[config.mk]
export PLATFORM = sky130hd
export DESIGN_NAME = mem_access_unit
export DESIGN_NICKNAME = d
export VERILOG_FILES = /design/src/rtl/mem_access_unit.sv
export SDC_FILE = /design/constraint.sdc
export NUM_CORES = 1
export LEC_CHECK = 0
export BUFFER_PORTS_ARGS = -buffer_cell sky130_fd_sc_hd__buf_2
export CORE_ASPECT_RATIO = 1.4
export CORE_MARGIN = 4
export CORE_UTILIZATION = 35
export CTS_BUF_LIST = sky130_fd_sc_hd__clkbuf_4
export DETAILED_ROUTE_END_ITERATION = 10
export PLACE_DENSITY = 0.59
export SYNTH_ARGS = -nofsm -noshare
export SYNTH_HDL_FRONTEND = slang
export SYNTH_SLANG_ARGS = --single-unit
[constraint.sdc]
create_clock -name clk -period 2.8 [get_ports clk]
set_input_delay 0.28 -clock clk [delete_from_list [all_inputs] [get_ports clk]]
set_output_delay 0.28 -clock clk [all_outputs]
set_load 0.02 [all_outputs]
[src/rtl/mem_access_unit.sv]
`default_nettype none
// ============================================================================
// Module      : mem_access_unit
// Description : RV32I load/store front end for a word-wide synchronous RAM
//               that has no byte enables. Loads extract and extend the
//               addressed byte/halfword lanes. SB/SH are done as a
//               read-modify-write of the containing word. Misaligned accesses
//               and illegal funct3 codes complete with resp_err set and
//               never touch the RAM.
// Ports       : clk, rst                      - clock, sync active-high reset
//               req_valid/req_ready           - request handshake
//               req_we, req_funct3            - store flag, RV32I size/sign
//               req_addr, req_wdata           - byte address, store data
//               resp_valid/resp_rdata/resp_err- one-cycle completion pulse
//               ram_we/ram_addr/ram_w_data    - RAM write/address/data out
//               ram_r_data                    - RAM registered read data
// Revision    : 1.0 - initial release
// ============================================================================
module mem_access_unit #(
    parameter int RAMAddrWidth = 16,
    parameter int RAMWordWidth = 32
) (
    input  logic                    clk,
    input  logic                    rst,
    input  logic                    req_valid,
    output logic                    req_ready,
    input  logic                    req_we,
    input  logic [2:0]              req_funct3,
    input  logic [RAMAddrWidth-1:0] req_addr,
    input  logic [RAMWordWidth-1:0] req_wdata,
    output logic                    resp_valid,
    output logic [RAMWordWidth-1:0] resp_rdata,
    output logic                    resp_err,
    output logic                    ram_we,
    output logic [RAMAddrWidth-1:0] ram_addr,
    output logic [RAMWordWidth-1:0] ram_w_data,
    input  logic [RAMWordWidth-1:0] ram_r_data
);

    localparam logic [2:0] S_IDLE  = 3'd0;
    localparam logic [2:0] S_RD    = 3'd1;
    localparam logic [2:0] S_MERGE = 3'd2;
    localparam logic [2:0] S_WR    = 3'd3;
    localparam logic [2:0] S_DONE  = 3'd4;

    logic [2:0]              r_state;
    logic [2:0]              w_next_state;
    logic                    r_we;
    logic [2:0]              r_funct3;
    logic [RAMAddrWidth-1:0] r_addr;
    // Holds the store data from acceptance until MERGE, then the merged word.
    logic [RAMWordWidth-1:0] r_ram_wdata;
    logic [RAMWordWidth-1:0] r_rdata;
    logic                    r_err;

    logic                    w_accept;
    logic                    w_req_err;
    logic                    w_legal;
    logic                    w_misaligned;
    logic [4:0]              w_byte_sh;
    logic [4:0]              w_half_sh;
    logic [7:0]              w_byte;
    logic [15:0]             w_half;
    logic [RAMWordWidth-1:0] w_load;
    logic [RAMWordWidth-1:0] w_merged;

    assign w_accept   = req_valid && req_ready;
    assign ram_addr   = r_addr;
    assign ram_w_data = r_ram_wdata;
    assign resp_rdata = r_rdata;
    assign resp_err   = r_err;

    // Request legality, evaluated on the raw inputs at acceptance.
    always_comb begin
        w_legal      = 1'b0;
        w_misaligned = 1'b0;
        if (req_we) begin
            w_legal = (req_funct3 == 3'b000) || (req_funct3 == 3'b001) ||
                      (req_funct3 == 3'b010);
        end else begin
            w_legal = (req_funct3 != 3'b011) && (req_funct3 != 3'b110) &&
                      (req_funct3 != 3'b111);
        end
        case (req_funct3[1:0])
            2'b01:   w_misaligned = req_addr[0];
            2'b10:   w_misaligned = (req_addr[1:0] != 2'b00);
            default: w_misaligned = 1'b0;
        endcase
        w_req_err = !w_legal || w_misaligned;
    end

    // State register
    always_ff @(posedge clk) begin
        if (rst) begin
            r_state <= S_IDLE;
        end else begin
            r_state <= w_next_state;
        end
    end

    // Next-state logic
    always_comb begin
        w_next_state = r_state;
        case (r_state)
            S_IDLE: begin
                if (w_accept) begin
                    if (w_req_err) begin
                        w_next_state = S_DONE;
                    end else if (req_we && (req_funct3[1:0] == 2'b10)) begin
                        // Full-word store needs no read.
                        w_next_state = S_WR;
                    end else begin
                        w_next_state = S_RD;
                    end
                end
            end
            S_RD:    w_next_state = S_MERGE;
            S_MERGE: w_next_state = r_we ? S_WR : S_DONE;
            S_WR:    w_next_state = S_DONE;
            S_DONE:  w_next_state = S_IDLE;
            default: w_next_state = S_IDLE;
        endcase
    end

    // FSM outputs; ram_we is gated by rst so a reset mid-write never commits.
    always_comb begin
        req_ready  = (r_state == S_IDLE) && !rst;
        ram_we     = (r_state == S_WR) && !rst;
        resp_valid = (r_state == S_DONE);
    end

    // Lane extraction and merge from the word returned by the RAM.
    always_comb begin
        w_byte_sh = {r_addr[1:0], 3'b000};
        w_half_sh = {r_addr[1], 4'b0000};
        w_byte    = ram_r_data[w_byte_sh +: 8];
        w_half    = ram_r_data[w_half_sh +: 16];
        case (r_funct3)
            3'b000:  w_load = {{(RAMWordWidth-8){w_byte[7]}}, w_byte};
            3'b100:  w_load = {{(RAMWordWidth-8){1'b0}}, w_byte};
            3'b001:  w_load = {{(RAMWordWidth-16){w_half[15]}}, w_half};
            3'b101:  w_load = {{(RAMWordWidth-16){1'b0}}, w_half};
            default: w_load = ram_r_data;
        endcase
        w_merged = ram_r_data;
        if (r_funct3[1:0] == 2'b00) begin
            w_merged[w_byte_sh +: 8] = r_ram_wdata[7:0];
        end else begin
            w_merged[w_half_sh +: 16] = r_ram_wdata[15:0];
        end
    end

    // Request latches and response data
    always_ff @(posedge clk) begin
        if (rst) begin
            r_we        <= 1'b0;
            r_funct3    <= 3'b000;
            r_addr      <= '0;
            r_ram_wdata <= '0;
            r_rdata     <= '0;
            r_err       <= 1'b0;
        end else begin
            if (w_accept) begin
                r_we        <= req_we;
                r_funct3    <= req_funct3;
                r_addr      <= req_addr;
                r_ram_wdata <= req_wdata;
                r_rdata     <= '0;
                r_err       <= w_req_err;
            end
            if (r_state == S_MERGE) begin
                if (r_we) begin
                    r_ram_wdata <= w_merged;
                end else begin
                    r_rdata <= w_load;
                end
            end
        end
    end

endmodule
`default_nettype wire
==> results by group <==
Logic synthesis
  • Asr flop ratio synth: 0%
  • Post-synthesis sequential area ratio: 35.2%
  • Area of the mapped netlist: 5000 um2
  • Post-synth EDFFs: 0
  • Netlist cell types: 63
  • Yosys warns: 0
  • Synthesized area per cell: 8.61 um2
  • Primary FF master, synth: dfxtp_1
  • FF+latch count, synth: 88
  • Syn nets: 678
  • Cell count after synthesis: 581

Global route
  • GRT Total Usage: 22.3%
  • Vias in the first global route: 5,291
  • First-pass GRT wire length: 28,300 um
  • Largest net degree at the start of global routing: 76
  • Initial antenna violation count: 1
  • Grt ovf: 0

Die
  • Die width: 109 um
  • Row cnt: 51
  • Die H: 149 um
  • Die area: 16,300 um2
  • Initial Util: 35.8%
  • Core Area: 14,000 um2
  • Io pins: 171

Finish
  • Layout cells sized above 1: 31.3%
  • Post-route design area: 6170 um2
  • P&R area growth vs syn: 23.3%
  • Post-route insts no fill: 925
  • Net count, final: 831
  • Commonest non-fill, non-tap cell in the layout: buf_2
  • Final core occ: 44.1%
  • Most frequent cells in the layout: 170 x buf_2, 88 x dfxtp_1, 74 x nand2_1, 50 x a21oi_1, 24 x a211oi_1

Min path
  • Worst hold-check path type: in -> reg
  • Hold Startpoint: req_addr[1]
  • Worst hold path cell count: 3
  • Hold Path Sink: ram_addr[1]

Run
  • Max_cap viols: 0

Place
  • Inst Count DP: 894
  • Placed Area: 5890 um2
  • Gpl congestion: 0.974
  • DP Wirelength: 13,700 um
  • Buffers on Ports: 170
  • Pre-CTS setup slack: 0.582 ns

Detailed routing
  • Final ANT Viol Nets: 0
  • Routed wire length: 18,600 um
  • M1 wire length: 6980 um
  • Highest Signal Layer: met4
  • Residual DRC: 0
  • Per-cell routed wire length: 20.1 um
  • Initial DRC Count: 373
  • Routed wl met3: 1340 um
  • Via count: 5,262
  • Vias per cell: 5.69
  • TritonRoute pass-1 iters: 6
  • Routed met2 length: 9280 um

Critical path
  • Critical path data arrival time: 2.73 ns
  • Startpoint types: register
  • Worst Path Required: 3.18 ns
  • Worst setup EP type: register
  • Setup CP Type: reg -> reg
  • R2r setup slk: 0.45 ns
  • Slowest Stage Delay on Critical Path: 0.71 ns
  • R2R Path End: ram_w_data[9]
  • Worst-path cell chain: inv_1 -> ha_1 -> and4b_1 -> a32oi_1 -> a31o_2 -> a31oi_1
  • Reg2reg start: ram_addr[0]
  • Worst r2r path cells: 6
  • Max FO, Critical Path: 16
  • Slowest CP cell: dfxtp_1

Outcome
  • Status: completed

CTS
  • Clk sink count: 88
  • Root buf cell: clkbuf_4
  • Post-CTS setup buffer count: 0
  • CTS tree: built
  • Reg clk slew, reported paths: 0.16 ns
  • Cts repair resizes: 0
  • Clock buffer count from CTS: 9
  • Latest clock arrival within the worst-skew pair: 0.47 ns
  • Clock H-tree levels: 3
  • Hold-fix buffers, CTS: 14
  • CTS Buffer Depth: 2

Timing
  • Final period utilization: 84.0%
  • # setup viols final: 0
  • Final WS setup: 0.447 ns
  • Min Hold Slack: 0.0579 ns
  • Hold Vio Cnt, Final: 0
  • Slew headroom: 44.8%
  • Final TNS setup: 0 ns
  • Least-Margin Pin Slew: 0.807 ns
  • Max-slew violation count: 0
  • RSZ-0062 raised after global routing: no
  • Clk_skew: 0.0226 ns
  • Fmax: 425 MHz
  • Fin crit period: 2.35 ns

Power
  • Clock power frac: 24.7%
  • Net Switching: 1.07 mW
  • Worst VDD drop: 0.187 mV
  • Switching portion of total power: 37.1%
  • Seq pwr share: 48.7%
  • Pwr dens: 469 nW/um2
  • Lkg Pwr: 2.58 nW
  • Combinational Power Share: 26.5%
  • Design Power: 2.89 mW
  • Int Pwr: 1.82 mW
-- power groups by stage --
| stage | registers, mW | clock network, mW | logic (mW) |
|---|---|---|---|
| CTS | 1.41 | 0.728 | 0.760 |
| finish | 1.41 | 0.714 | 0.767 |
| global placement | 1.43 | 0 | 0.731 |
| floorplan | 1.49 | 0 | 0.410 |
| global route | 1.42 | 0.794 | 0.824 |
| detailed placement | 1.43 | 0 | 0.742 |
-- synthesized netlist by cell type, types with 5 or more instances --
cell type	instances	area (um2)
dfxtp_1	88	1760
nand2_1	75	282
a21oi_1	50	250
a211oi_1	24	180
clkbuf_1	21	78.8
inv_1	21	78.8
nand3b_1	20	150
buf_2	18	90.1
o21ai_0	16	80.1
mux2i_1	15	150
nor2_1	15	56.3
a221oi_1	14	123
nor3b_1	14	105
nand3_1	12	60.1
a31oi_1	10	62.6
ha_1	10	125
nor3_1	10	50.1
nor4_1	9	56.3
o21bai_1	9	67.6
a2111oi_2	8	120
a311oi_1	8	70.1
o22ai_1	8	50.1
o2bb2ai_1	8	70.1
a211o_1	7	61.3
and3b_1	7	61.3
mux2_2	7	78.8
o31ai_1	7	52.6
or3_1	7	43.8
nor2b_1	6	37.5
buf_1	5	18.8
buf_4	5	37.5
buf_6	5	56.3
o32ai_1	5	43.8
-- area by class of cell --
type | instances | area, um2
fillers | 1423 | 7810
clock buffers | 9 | 67.6
clock inverters | 7 | 61.3
flip-flops and latches | 88 | 1760
multi-input cells | 418 | 2880
repair buffers | 196 | 1080
well taps | 185 | 231
diodes | 1 | 2.50
inverters | 21 | 78.8
-- routing by layer --
metal  up-vias  GRT usage [%]
li1       2474              -
met1      2489           25.6
met2       248           37.9
met3        51           5.01
met4         0           12.5
met5         -              0
-- state kept, by name, indices dropped and copies added, names as in the netlist --
signal / cells
ram_addr: 16
r_funct3: 3
ram_w_data: 32
resp_err: 1
resp_rdata: 32
r_we: 1
r_state: 3
-- worst max-delay path by stage --
stage | end | slack (ns) | start | cells past startpoint
final | ram_w_data[9] | 0.45 | ram_addr[0] | 6
after CTS | ram_w_data[9] | 0.52 | ram_addr[0] | 6
after detailed placement | ram_w_data[9] | 0.58 | ram_addr[0] | 6
after global routing | ram_w_data[8] | 0.29 | ram_addr[0] | 6
after floorplan | ram_w_data[15] | 0.57 | ram_addr[1] | 7
after global placement | ram_w_data[8] | 0.66 | ram_addr[0] | 6
-- worst max-delay path: cells and delay by family, from the launching register on --
family	cells	cell delay, ns
buffers and inverters	1	0.23
adders and majority gates	1	0.40
and+or+nand+nor	1	0.40
AOI/OAI and AO/OA	3	0.55
DFF	1	0.71
-- logic make-up (layout without fill, tap and decap cells) --
logic type | after synthesis | after routing | synth area share (%)
compound gates | 190 | 190 | 28.0
fa+ha+maj | 10 | 10 | 2.50
buf+inv | 75 | 233 | 7.21
flops | 88 | 88 | 35.2
mux | 22 | 22 | 4.58
other cells | 0 | 1 | 0
simple gates | 196 | 196 | 22.5
Note: power is estimated with default switching activity, not from simulation.
